## config.mk

```make
export PLATFORM = sky130hd
export DESIGN_NAME = avalon_mem_slave_flat
export DESIGN_NICKNAME = d
export VERILOG_FILES = /design/src/rtl/avalon_mem_slave_if.sv /design/src/rtl/avalon_mem_slave.sv /design/src/flat_wrapper.sv
export SDC_FILE = /design/constraint.sdc
export NUM_CORES = 1
export LEC_CHECK = 0
export ABC_AREA = 1
export BUFFER_PORTS_ARGS = -buffer_cell sky130_fd_sc_hd__buf_4
export CAP_MARGIN = 25
export CELL_PAD_IN_SITES_DETAIL_PLACEMENT = 0
export CELL_PAD_IN_SITES_GLOBAL_PLACEMENT = 2
export CORE_MARGIN = 10
export CORE_UTILIZATION = 41
export CTS_CLUSTER_SIZE = 10
export DETAILED_ROUTE_END_ITERATION = 7
export PLACE_DENSITY = 0.78
export REMOVE_ABC_BUFFERS = 1
export SLEW_MARGIN = 20
export SYNTH_ARGS = -nofsm -noshare
export SYNTH_HDL_FRONTEND = slang
export SYNTH_SLANG_ARGS = --single-unit
```

## constraint.sdc

```tcl
create_clock -name clock -period 2.1 [get_ports clock]
set_input_delay 0.42 -clock clock [delete_from_list [all_inputs] [get_ports clock]]
set_output_delay 0.42 -clock clock [all_outputs]
set_load 0.02 [all_outputs]
```

## src/rtl/avalon_mem_slave_if.sv

```systemverilog
// Avalon-MM bus bundle between the master under test and the memory model.
// Signals: read/write command, word address, writedata, byteenable (master
// driven); waitrequest, readdatavalid, readdata (slave driven).
interface avalon_mem_slave_if #(
  parameter int DATA_W = 32,
  parameter int ADDR_W = 4
) ();
  logic                  read;
  logic                  write;
  logic [ADDR_W-1:0]     address;
  logic [DATA_W-1:0]     writedata;
  logic [DATA_W/8-1:0]   byteenable;
  logic                  waitrequest;
  logic                  readdatavalid;
  logic [DATA_W-1:0]     readdata;

  modport master (
    output read, write, address, writedata, byteenable,
    input  waitrequest, readdatavalid, readdata
  );

  modport slave (
    input  read, write, address, writedata, byteenable,
    output waitrequest, readdatavalid, readdata
  );
endinterface

```

## src/rtl/avalon_mem_slave.sv

```systemverilog
// Avalon-MM slave memory model: programmable wait states per command,
// fixed-latency pipelined reads, byte-enabled writes, bounded outstanding reads.
// Ports: clock, reset (async, active high), bus (avalon_mem_slave_if.slave).

// One byte column of the memory. Contents start at zero and survive reset.
module avalon_mem_slave_lane #(
  parameter int DEPTH = 16,
  parameter int IDX_W = 4
) (
  input  logic             clock,
  input  logic             we,
  input  logic [IDX_W-1:0] idx,
  input  logic [7:0]       wdata,
  output logic [7:0]       rdata
);
  logic [7:0] mem [DEPTH] = '{default: '0};

  always_ff @(posedge clock)
    if (we) mem[idx] <= wdata;

  assign rdata = mem[idx];
endmodule

module avalon_mem_slave #(
  parameter int DATA_W       = 32,
  parameter int ADDR_W       = 4,
  parameter int DEPTH        = 16,
  parameter int WAIT_CYCLES  = 2,
  parameter int READ_LATENCY = 1,
  parameter int MAX_PENDING  = 4
) (
  input  logic              clock,
  input  logic              reset,
  avalon_mem_slave_if.slave bus
);
  localparam int NUM_LANES = DATA_W / 8;
  localparam int IDX_W     = (DEPTH > 1) ? $clog2(DEPTH) : 1;
  localparam int WC_W      = (WAIT_CYCLES > 1) ? $clog2(WAIT_CYCLES) : 1;
  localparam int PND_W     = $clog2(MAX_PENDING + 1);
  localparam int STAGES    = READ_LATENCY - 1;

  typedef enum logic {WAIT, READY} state_t;

  state_t           state, state_nx;
  logic [WC_W-1:0]  wcnt, wcnt_nx;
  logic [PND_W-1:0] pending;
  logic             cmd, stall, rd_acc, wr_acc, in_range;
  logic [IDX_W-1:0] idx;

  logic [NUM_LANES-1:0]       lane_we;
  logic [NUM_LANES-1:0][7:0]  lane_rd;
  logic [DATA_W-1:0]          rd_word;

  logic [STAGES:0]              vld_pipe;
  logic [STAGES:0][DATA_W-1:0]  dat_pipe;

  assign cmd      = bus.read | bus.write;
  // A read cannot start counting its wait states while the return slots are full.
  assign stall    = bus.read & (pending == PND_W'(MAX_PENDING));
  assign rd_acc   = (state == READY) & bus.read;
  assign wr_acc   = (state == READY) & bus.write;
  assign in_range = 32'(bus.address) < 32'(DEPTH);
  assign idx      = bus.address[IDX_W-1:0];

  // ---- wait-state FSM ----
  always_ff @(posedge clock or posedge reset)
    if (reset) begin
      state <= WAIT;
      wcnt  <= '0;
    end else begin
      state <= state_nx;
      wcnt  <= wcnt_nx;
    end

  always_comb begin
    state_nx = state;
    wcnt_nx  = wcnt;
    unique case (state)
      WAIT: begin
        if (!cmd)                                 wcnt_nx = '0;
        else if (stall)                           wcnt_nx = wcnt;
        else if (wcnt == WC_W'(WAIT_CYCLES - 1)) begin
          state_nx = READY;
          wcnt_nx  = '0;
        end else                                  wcnt_nx = wcnt + 1'b1;
      end
      // Either the command is accepted here or the master dropped it;
      // both cases start a fresh wait period.
      READY: state_nx = WAIT;
    endcase
  end

  assign bus.waitrequest = (state == WAIT);

  // ---- outstanding read count ----
  always_ff @(posedge clock or posedge reset)
    if (reset) pending <= '0;
    else
      case ({rd_acc, bus.readdatavalid})
        2'b10:   pending <= pending + 1'b1;
        2'b01:   pending <= pending - 1'b1;
        default: ;
      endcase

  // ---- memory, one column per byte lane ----
  assign lane_we = {NUM_LANES{wr_acc & in_range}} & bus.byteenable;

  for (genvar l = 0; l < NUM_LANES; l++) begin : g_lane
    avalon_mem_slave_lane #(.DEPTH(DEPTH), .IDX_W(IDX_W)) u_lane (
      .clock (clock),
      .we    (lane_we[l]),
      .idx   (idx),
      .wdata (bus.writedata[8*l +: 8]),
      .rdata (lane_rd[l])
    );
  end

  assign rd_word = in_range ? DATA_W'(lane_rd) : '0;

  // ---- read return pipeline ----
  // Data stages only advance alongside a valid bit, so the last stage (the
  // readdata output) holds its value between beats.
  always_ff @(posedge clock or posedge reset)
    if (reset) begin
      vld_pipe <= '0;
      dat_pipe <= '0;
    end else begin
      vld_pipe[0] <= rd_acc;
      if (rd_acc) dat_pipe[0] <= rd_word;
      for (int i = 1; i <= STAGES; i++) begin
        vld_pipe[i] <= vld_pipe[i-1];
        if (vld_pipe[i-1]) dat_pipe[i] <= dat_pipe[i-1];
      end
    end

  assign bus.readdatavalid = vld_pipe[STAGES];
  assign bus.readdata      = dat_pipe[STAGES];
endmodule

```

## src/flat_wrapper.sv

```systemverilog
// flat-port wrapper written by rule: the top's interface ports become plain ports
module avalon_mem_slave_flat 
#(
  parameter int DATA_W       = 32,
  parameter int ADDR_W       = 4,
  parameter int DEPTH        = 16,
  parameter int WAIT_CYCLES  = 2,
  parameter int READ_LATENCY = 1,
  parameter int MAX_PENDING  = 4
)
  (clock, reset, bus_read, bus_write, bus_address, bus_writedata, bus_byteenable, bus_waitrequest, bus_readdatavalid, bus_readdata);
  avalon_mem_slave_if #(.DATA_W(DATA_W), .ADDR_W(ADDR_W)) bus_i ();
  input  logic clock;
  input  logic reset;
  input wire logic [$bits(bus_i.read)-1:0] bus_read;
  input wire logic [$bits(bus_i.write)-1:0] bus_write;
  input wire logic [$bits(bus_i.address)-1:0] bus_address;
  input wire logic [$bits(bus_i.writedata)-1:0] bus_writedata;
  input wire logic [$bits(bus_i.byteenable)-1:0] bus_byteenable;
  output wire logic [$bits(bus_i.waitrequest)-1:0] bus_waitrequest;
  output wire logic [$bits(bus_i.readdatavalid)-1:0] bus_readdatavalid;
  output wire logic [$bits(bus_i.readdata)-1:0] bus_readdata;
  assign bus_i.read = bus_read;
  assign bus_i.write = bus_write;
  assign bus_i.address = bus_address;
  assign bus_i.writedata = bus_writedata;
  assign bus_i.byteenable = bus_byteenable;
  assign bus_waitrequest = bus_i.waitrequest;
  assign bus_readdatavalid = bus_i.readdatavalid;
  assign bus_readdata = bus_i.readdata;
  avalon_mem_slave #(.DATA_W(DATA_W), .ADDR_W(ADDR_W), .DEPTH(DEPTH), .WAIT_CYCLES(WAIT_CYCLES), .READ_LATENCY(READ_LATENCY), .MAX_PENDING(MAX_PENDING)) u_core (.clock(clock), .reset(reset), .bus(bus_i));
endmodule
```

Word level (Yosys, flattened, before mapping)

Memories as Yosys holds them, arrays and structs flattened. A register that Yosys moved wholly into a read port is not among the register bits.
Cells that the tools add are included.
W data, S select, Z words.

Output and inout port bits: 34
Memories kept: 4
Input port bits: 44
Memory bits (writable): 512
Flip-flop bits (word level): 6

Memory list:

| memory                      | depth | bits a word | read ports | clocked after Yosys merged registers in | wr ports | RTL line               | source |
|---|---|---|---|---|---|---|---|
| u_core.g_lane[0].u_lane.mem | 16    | 8           | 1          | 1                                       | 1        | avalon_mem_slave.sv:16 | `logic [7:0] mem [DEPTH] = '{default: '0};` |
| u_core.g_lane[1].u_lane.mem | 16    | 8           | 1          | 1                                       | 1        | avalon_mem_slave.sv:16 |  |
| u_core.g_lane[2].u_lane.mem | 16    | 8           | 1          | 1                                       | 1        | avalon_mem_slave.sv:16 |  |
| u_core.g_lane[3].u_lane.mem | 16    | 8           | 1          | 1                                       | 1        | avalon_mem_slave.sv:16 |  |

Add/subtract/negate cells: 3
Reduce and logical (&&, ||, !) cells: 2
Equality and inequality tests: 4
Mux-type cells: 16
Bitwise logic cells: 6

Operators with widths:

| kind                  | count |
|---|---|
| $mux W1               | 14 |
| $pmux W3 S2           | 1 |
| $and A4 B4 Y4         | 1 |
| $add A3 B1 Y3 const B | 1 |
| $and A1 B1 Y1         | 3 |
| $eq A3 B3 Y1 const B  | 1 |
| $sub A3 B1 Y3 const B | 1 |
| $eq A2 B1 Y1 const B  | 1 |
| $eq A2 B2 Y1 const B  | 1 |
| $ne A2 B2 Y1 const B  | 1 |
| $pmux W1 S2           | 1 |
| $reduce_and A2 Y1     | 1 |
| $reduce_bool A2 Y1    | 1 |
| $add A1 B1 Y1 const B | 1 |
| $not A1 Y1            | 1 |
| $or A1 B1 Y1          | 1 |

Longest topological paths before layout

Gate-level depths: netlist of the first run.

Depth after elaboration: 5
Depth in mapped cells: 11
Gate-level depth less buffers: 9

Modules after synthesis

From an unflattened synthesis of the first run, not the netlist that was laid out.

Cell total of the unflattened synthesis: 2342
Area total of the unflattened synthesis: 23322.4 um2

Modules (own cells, without submodules):

| module                | area an instance (um2) | instances | sequential area each (um2) | cells an instance |
|---|---|---|---|---|
| avalon_mem_slave_lane | 5432.7                 | 4         | 3843.7                     | 540 |
| avalon_mem_slave      | 1591.5                 | 1         | 950.9                      | 182 |

Least setup slack after synthesis of the first run

OpenSTA, ideal clock, no wires.

Path type: input port to flip-flop
Start: input port bus_address[1]
End: memory u_core.g_lane[0].u_lane.mem[12][0] (enable)
Stages on the path: 8
Data required time: 1.730 ns
Arrival: 1.616 ns
Path slack: 0.114 ns
Path through: buf_4 -> inv_1 -> buf_2 -> buf_2 -> nand2_1 -> inv_1 -> nand2_1 -> nor2_1

RTL lines:

| element     | RTL line               | source |
|---|---|---|
| from (decl) | flat_wrapper.sv:17     | `input wire logic [$bits(bus_i.address)-1:0] bus_address;` |
| to (decl)   | avalon_mem_slave.sv:16 |  |

No word-level cell before the write port.

Worst setup path after layout of the first run

Start: register u_core.state
End: memory u_core.g_lane[2].u_lane.mem[15][4] (enable)

Longest elaborated chain between the ends: 4

Ends and longest elaborated chain:

| element                       | RTL line                | source |
|---|---|---|
| from (decl)                   | avalon_mem_slave.sv:44  | `state_t state, state_nx;` |
| from (signal assigned)        | avalon_mem_slave.sv:71  | `state <= state_nx;` |
| $and A1 B1 Y1                 | avalon_mem_slave.sv:61  | `assign wr_acc = (state == READY) & bus.write;` |
| $and A4 B4 Y4                 | avalon_mem_slave.sv:106 | `assign lane_we = {NUM_LANES{wr_acc & in_range}} & bus.byteenable;` |
| $mux W1                       | avalon_mem_slave.sv:19  | `if (we) mem[idx] <= wdata;` |
| $mux W1 (implied by the code) | avalon_mem_slave.sv:19  |  |
| to (decl)                     | avalon_mem_slave.sv:16  |  |

No other way between the ends.

==> results of run 1 <==
-- where the power goes --
group | internal, uW | switching, uW
Clock | 6350 | 4230
Combinational | 1080 | 1990
Sequential | 12400 | 245
-- final timing paths --
| kind | start | end | cells after the start |
|---|---|---|---|
| worst max-delay path | u_core.state | u_core.g_lane[2].u_lane.mem[15][4] | 2 |
| worst min-delay path | bus_writedata[26] | u_core.g_lane[3].u_lane.mem[1][2] | 1 |
| worst max register to register | u_core.state | u_core.g_lane[2].u_lane.mem[15][4] | 2 |
| worst min register to register | u_core.pending[0] | u_core.pending[0] | 1 |
| max in group asynchronous | reset | u_core.bus.readdata[15] | 4 |
| min in group asynchronous | reset | u_core.bus.readdata[30] | 3 |
-- cells in the final DEF (no fill, tap or decap) --
master and count:
sky130_fd_sc_hd__nand3_1 69, sky130_fd_sc_hd__nand2_1 1240, sky130_fd_sc_hd__xnor2_1 2, sky130_fd_sc_hd__clkbuf_16 71, sky130_fd_sc_hd__clkinv_2 2, sky130_fd_sc_hd__buf_6 1, sky130_fd_sc_hd__o21bai_1 1, sky130_fd_sc_hd__inv_2 2
sky130_fd_sc_hd__buf_4 161, sky130_fd_sc_hd__nor2_2 1, sky130_fd_sc_hd__buf_12 8, sky130_fd_sc_hd__inv_6 2, sky130_fd_sc_hd__nor2_4 3, sky130_fd_sc_hd__inv_4 1, sky130_fd_sc_hd__ha_1 1, sky130_fd_sc_hd__o21ai_0 5
sky130_fd_sc_hd__edfxtp_1 512, sky130_fd_sc_hd__inv_1 8, sky130_fd_sc_hd__nor2_1 160, sky130_fd_sc_hd__dlygate4sd3_1 1, sky130_fd_sc_hd__dfrtp_1 38, sky130_fd_sc_hd__fa_1 1, sky130_fd_sc_hd__a21oi_1 1, sky130_fd_sc_hd__clkinv_1 3
sky130_fd_sc_hd__clkbuf_1 43, sky130_fd_sc_hd__clkbuf_8 3
-- metrics by stage --
| step | cells | total power, uW |
|---|---|---|
| finish | 3036 | 26300 |
| CTS | 3034 | 26600 |
| floorplan | 2049 | 14400 |
| global route | 3036 | 27500 |
| detailed placement | 2913 | 16000 |
| global placement | 2913 | 16000 |
-- flip-flops by register name, summed over array words and instances, names as in the netlist --
register and cells:
u_core.bus.readdata 32, u_core.bus.readdatavalid 1, u_core.g_lane.u_lane.mem 512, u_core.pending 3
u_core.state 1, u_core.wcnt 1
-- cell families after synthesis --
family,count (synthesis)
fa+ha+maj,2
xor+xnor,2
flops,550
simple gates,1473
compound gates,7
buf+inv,118
-- final cells by class --
type                       instances  share of cell area (%)
clock inverter                     3                  0.0712
inverter                          15                   0.242
sequential                       550                    61.9
multi-input combinational       1484                    21.7
clock buffer                     117                    7.50
timing repair buffer             171                    5.27
tap                              696                    3.30
-- metal layers --
layer  vias to the layer above  global-route usage, %  share of wire [%]
met4                         0                   4.66                1.8
li1                       7299                      -                  -
met5                         -                      0                  0
met1                      7278                   25.4                 45
met3                        81                   3.33                4.5
met2                       319                   31.7                 48
==> flow_metrics.tcl, run 1 <==
set metrics [dict create \
    h-tree-depth 3 \
    holdWs_ns 0.151 \
    initial_util_pct 41.7 \
    cp_slowest_stage_delay_ns 0.83 \
    worst_slack_ns 0.159 \
    finalWorstPathRequiredPeriod_ns 1.94 \
    critical_path.max_fanout 8 \
    post_cts_hold_buffer_count 1 \
    area_growth_syn_to_layout_pct 16.8 \
    synth_warnings 0 \
    critical_path_required_ns 2.30 \
    die-width_um 255 \
    synth.most_common_cell "sky130_fd_sc_hd__nand2_1" \
    most_common_flop_cell_mapped_by_yosys "sky130_fd_sc_hd__edfxtp_1" \
    cts-root-buf "sky130_fd_sc_hd__clkbuf_16" \
    grt_first_pass_wirelength_mm 91.9 \
    final_layout_size_suffix_gt1_share_pct 10.9 \
    vias_per_cell 4.93 \
    n_antenna_cell 0 \
    globalRouteTotalUtil_pct 19.0 \
    netlist_area_mm2 0.0226 \
    status "completed" \
    synth_async_sr_flop_share_pct 6.91 \
    static-leakage-power_uw 0.0106 \
    timing_worst_slew_pin_value_ns 1.06 \
    routabilityCongestion 0.784 \
    dp_hpwl_mm 35.0 \
    synth.area.top_cells "sky130_fd_sc_hd__edfxtp_1 68%, sky130_fd_sc_hd__nand2_1 21%, sky130_fd_sc_hd__dfrtp_1 4.2%" \
    drv_cap 0 \
    fillerInstances 4914 \
    tritoncts.num_buffers 66 \
    synth_top_cells_by_count "1240 x sky130_fd_sc_hd__nand2_1, 512 x sky130_fd_sc_hd__edfxtp_1, 162 x sky130_fd_sc_hd__nor2_1" \
    drcViolationCount 0 \
    syn_area_per_cell_um2 10.5 \
    dpl_cell_area_mm2 0.0244 \
    finish.net_count 2334 \
    ir_drop_mv 0.729 \
    fin_tns_setup_ns 0 \
    io_buffer_count 77 \
    synth_sequential_area_ratio_pct 72.3 \
    multi_input_comb_area_mm2 0.00573 \
    timing.max_slew.rel_slack_pct 29.3 \
    setup.worst_path.start_class "flip-flop" \
    wl_per_cell_um 20.0 \
    power.density_mw_per_mm2 998 \
    timing.critical_path.max_delay_family "simple AND/OR/NAND/NOR gates" \
    drt-initial-drc-count 1082 \
    path_buf_inv 0 \
    utilization_pct 48.7 \
    crit_path_end_kind "flip-flop" \
    grt.overflow.total 0 \
    numClockSinks 550 \
    grt_antenna_before_repair 0 \
    tritoncts_clock_tree "yes" \
    largest_net_degree_at_the_start_of_global_routing 105 \
    register_area_mm2 0.0163 \
    synth_compound_area_share_pct 0.166 \
    synth_enable_flop_cells 512 \
    finalSetupViolCount 0 \
    slew_violations 0 \
    synth_top_area_share_pct 68.1 \
    hold_path.class "primary input to flip-flop" \
    post_synth_mux_area_share_pct 0 \
    fin_skew_ns 0.0117 \
    timing_worst_setup_path_type "flip-flop to flip-flop" \
    via_count 15000 \
    clk-insertion-delay-late_ns 0.59 \
    die_height_um 255 \
    routed_wl_mm 60.8 \
    synth_xor_xnor_area_share_pct 0.0776 \
    critical_path_arrival_ns 2.14 \
    post-cts-setup-buffer-count 0 \
    yosys.area_share.adder_pct 0.144 \
    timing.final.crit_share_pct 92.4 \
    path_clk_slew_ns 0.06 \
    synth_top_area_cell "sky130_fd_sc_hd__edfxtp_1" \
    core_mm2 0.0541 \
    synth_top_family_by_area "simple AND/OR/NAND/NOR gates" \
    yosys_register_bits 550 \
    floorplan.io_pins 78 \
    ys_types 19 \
    firstDrtPassIters 7 \
    antenna_violating_nets_post_route 0 \
    rows 85 \
    timing.critical_path.slowest_stage_cell "sky130_fd_sc_hd__nor2_1" \
    grt_pass1_vias 14800 \
    finished_cell_area_mm2 0.0264 \
    rsz_0062_raised_after_global_routing "false" \
    max_fclk_mhz 515 \
    design.die.area_mm2 0.0649 \
    simple_gate_fraction_of_synth_area_pct 24.9 \
    reg2reg_slack_ns 0.16 \
    dpl_worst_slack_ns -0.149 \
    ctsLongestPathBuffers 3 \
    cells_resized_by_post_cts_repair 0 \
    cp_cell_sequence "nand3_1 > nor2_1" \
    synthesis.instances 2152 \
    hold_viol_final 0 \
]
(Power assumes the default switching activity.)
==> run 2, diff against run 1 <==
--- a/config.mk
+++ b/config.mk
@@ -6,17 +6,18 @@
 export NUM_CORES = 1
 export LEC_CHECK = 0
 export ABC_AREA = 1
-export BUFFER_PORTS_ARGS = -buffer_cell sky130_fd_sc_hd__buf_4
 export CAP_MARGIN = 25
 export CELL_PAD_IN_SITES_DETAIL_PLACEMENT = 0
 export CELL_PAD_IN_SITES_GLOBAL_PLACEMENT = 2
 export CORE_MARGIN = 10
-export CORE_UTILIZATION = 41
+export CORE_UTILIZATION = 42
 export CTS_CLUSTER_SIZE = 10
 export DETAILED_ROUTE_END_ITERATION = 7
-export PLACE_DENSITY = 0.78
+export DONT_BUFFER_PORTS = 1
+export PLACE_DENSITY = 0.79
 export REMOVE_ABC_BUFFERS = 1
 export SLEW_MARGIN = 20
 export SYNTH_ARGS = -nofsm -noshare
 export SYNTH_HDL_FRONTEND = slang
+export SYNTH_HIERARCHICAL = 1
 export SYNTH_SLANG_ARGS = --single-unit
==> run 2 against run 1 <==
Sequential power grew 3%; clock-buffer cell count shrank 3; worst hold slack lost 0.10 ns; highest routed layer is now met5.
==> flow_metrics.tcl, run 2 <==
set metrics [dict create \
    core_mm2 0.0551 \
    most_common_flop_cell_mapped_by_yosys "sky130_fd_sc_hd__edfxtp_1" \
    design.die.area_mm2 0.0654 \
    timing.critical_path.max_delay_family "simple AND/OR/NAND/NOR gates" \
    tritoncts.num_buffers 66 \
    synth.area.top_cells "sky130_fd_sc_hd__edfxtp_1 66%, sky130_fd_sc_hd__nand2_1 24%, sky130_fd_sc_hd__dfrtp_1 4.1%" \
    rsz_0062_raised_after_global_routing "false" \
    netlist_area_mm2 0.0233 \
    syn_area_per_cell_um2 9.96 \
    largest_net_degree_at_the_start_of_global_routing 269 \
    path_clk_slew_ns 0.05 \
    pwr-share-clk_pct 41.5 \
    cts-root-buf "sky130_fd_sc_hd__clkbuf_16" \
    power.density_mw_per_mm2 949 \
    ctsLongestPathBuffers 3 \
    rows 86 \
    wl_per_cell_um 17.2 \
    drcViolationCount 0 \
    critical_path.max_fanout 8 \
    largest_register_ffs 512 \
    finished_cell_area_mm2 0.0270 \
    grt_first_pass_wirelength_mm 87.0 \
    path_buf_inv 2 \
    ys_types 20 \
    via_count 15200 \
    synth_warnings 6 \
    routabilityCongestion 0.789 \
    power.net_switching_uw 6090 \
    finish.net_count 2509 \
    synth_top_area_cell "sky130_fd_sc_hd__edfxtp_1" \
    firstDrtPassIters 5 \
    hold_path.class "primary input to flip-flop" \
    timing.max_slew.rel_slack_pct 43.2 \
    timing.final.crit_share_pct 94.0 \
    commonest_cells_after_routing_fill_and_taps_aside "1481 x sky130_fd_sc_hd__nand2_1, 512 x sky130_fd_sc_hd__edfxtp_1, 106 x sky130_fd_sc_hd__buf_4, 96 x sky130_fd_sc_hd__inv_1, 80 x sky130_fd_sc_hd__nor2_1" \
    synth_top_cells_by_count "1482 x sky130_fd_sc_hd__nand2_1, 512 x sky130_fd_sc_hd__edfxtp_1, 97 x sky130_fd_sc_hd__inv_1" \
    fin_skew_ns 0.0132 \
    cp_cell_sequence "nand2_2 > buf_4 > nor2_1 > nand3_1 > nor2_1 > buf_4" \
    h-tree-depth 3 \
    p_comb_share_pct 7.4 \
    critical_path_required_ns 2.38 \
    synth_async_sr_flop_share_pct 6.91 \
    finalWorstPathRequiredPeriod_ns 1.97 \
    status "completed" \
    holdWs_ns 0.0487 \
    globalRouteTotalUtil_pct 17.1 \
    regMostFlops "u_core/g_lane.u_lane/mem" \
    share_seq_of_total_power_pct 51.1 \
    synth_sequential_area_ratio_pct 70.0 \
    layout.cells.most_common "sky130_fd_sc_hd__nand2_1" \
    clk-insertion-delay-late_ns 0.59 \
    synth_top_area_share_pct 65.9 \
    dp_hpwl_mm 34.7 \
    grt.overflow.total 0 \
    routed_wl_mm 56.2 \
    fillerInstances 5106 \
    hold_viol_final 0 \
    synth_enable_flop_cells 512 \
    slew_violations 0 \
    cp_slowest_stage_delay_ns 0.39 \
    die_height_um 256 \
    antenna_violating_nets_post_route 0 \
    crit_path_end_kind "flip-flop" \
    drt-initial-drc-count 1020 \
    dpl_cell_area_mm2 0.0246 \
    initial_util_pct 42.3 \
    tritoncts_clock_tree "yes" \
    grt_pass1_vias 15100 \
    yosys_register_bits 550 \
    power_report.internal_total_uw 19500 \
    report.power.total_uw 25600 \
    critical_path_arrival_ns 2.25 \
    io_buffer_count 0 \
    vias_per_cell 4.68 \
    area_growth_syn_to_layout_pct 15.7 \
    fin_tns_setup_ns 0 \
    timing_worst_slew_pin_value_ns 0.849 \
    ir_drop_mv 0.639 \
    drv_cap 0 \
    grt_antenna_before_repair 5 \
    post-cts-setup-buffer-count 0 \
    die-width_um 256 \
    floorplan.io_pins 78 \
    static-leakage-power_uw 0.0117 \
    timing.critical_path.slowest_stage_cell "sky130_fd_sc_hd__dfrtp_1" \
    max_fclk_mhz 507 \
    timing_worst_setup_path_type "flip-flop to flip-flop" \
    power_switching_share_pct 23.8 \
    setup.worst_path.start_class "flip-flop" \
    final_layout_size_suffix_gt1_share_pct 8.21 \
    finalSetupViolCount 0 \
    synthesis.instances 2342 \
    numClockSinks 550 \
    synth.most_common_cell "sky130_fd_sc_hd__nand2_1" \
]
run 2: cells by family after synthesis:
kind of cell | share of synthesized area [%]
compound gates | 0.0429
xor+xnor | 0.0376
fa+ha+maj | 0.139
buf+inv | 3.96
flops | 70.0
simple gates | 25.8
run 2: power by group through the flow:
| stage | Clock (uW) | Combinational, uW | Sequential [uW] |
|---|---|---|---|
| 6_report | 10600 | 1890 | 13100 |
| 5_1_grt | 11400 | 2170 | 13100 |
| 4_1_cts | 11000 | 1930 | 13100 |
| 3_5_place_dp | 0 | 1690 | 13300 |
| 3_3_place_gp | 0 | 1670 | 13300 |
| 2_1_floorplan | 0 | 1130 | 13200 |
run 2: layout make-up:
| type | instances | area [um2] | share of cell area (%) |
|---|---|---|---|
| multi-input combinational | 1596 | 6080 | 22.5 |
| clock inverter | 1 | 5.00 | 0.0185 |
| antenna | 3 | 7.51 | 0.0278 |
| sequential | 550 | 16300 | 60.5 |
| timing repair buffer | 143 | 1210 | 4.47 |
| tap | 748 | 936 | 3.47 |
| inverter | 106 | 400 | 1.48 |
| clock buffer | 114 | 2030 | 7.52 |
run 2: worst register-to-register path, stage by stage (launching register included):
cell and delay (ns):
sky130_fd_sc_hd__dfrtp_1 0.39, sky130_fd_sc_hd__nand2_2 0.17, sky130_fd_sc_hd__buf_4 0.20, sky130_fd_sc_hd__nor2_1 0.27
sky130_fd_sc_hd__nand3_1 0.27, sky130_fd_sc_hd__nor2_1 0.18, sky130_fd_sc_hd__buf_4 0.20
run 2: metal layers:
metal	GRT usage [%]	share of wire, %
met1	22.0	45
met2	28.3	48
met3	3.90	4.7
met4	5.22	2.4
met5	0	0.023
run 2: path summary, 6_finish.rpt:
check	start	to	slack [ns]	cells after the start
max	u_core/state	u_core/g_lane[2].u_lane/mem[15][7]	0.13	6
min	bus_write	u_core/state	0.05	2
max reg2reg	u_core/state	u_core/g_lane[2].u_lane/mem[15][7]	0.13	6
min reg2reg	u_core/wcnt	u_core/wcnt	0.49	2
max in group asynchronous	reset	u_core/bus.readdata[12]	1.23	3
min in group asynchronous	reset	u_core/bus.readdata[17]	0.30	2
run 2: what timing repair did:
action	4_1_cts	5_1_grt
hold endpoints to repair	523	0
hold buffers	33	0
setup endpoints to repair	0	213
gates resized for setup	0	1
run 2: metrics by stage:
| step | setup WS (ns) | instances | utilization (%) |
|---|---|---|---|
| 4_1_cts | 0.0377 | 3258 | 49.0 |
| 6_report | 0.126 | 3261 | 49.0 |
| 3_5_place_dp | 0.0277 | 3110 | 44.7 |
| 2_1_floorplan | 0.115 | 2252 | - |
| 3_3_place_gp | 0.0376 | 3110 | 44.7 |
| 5_1_grt | 0.0244 | 3260 | 49.0 |
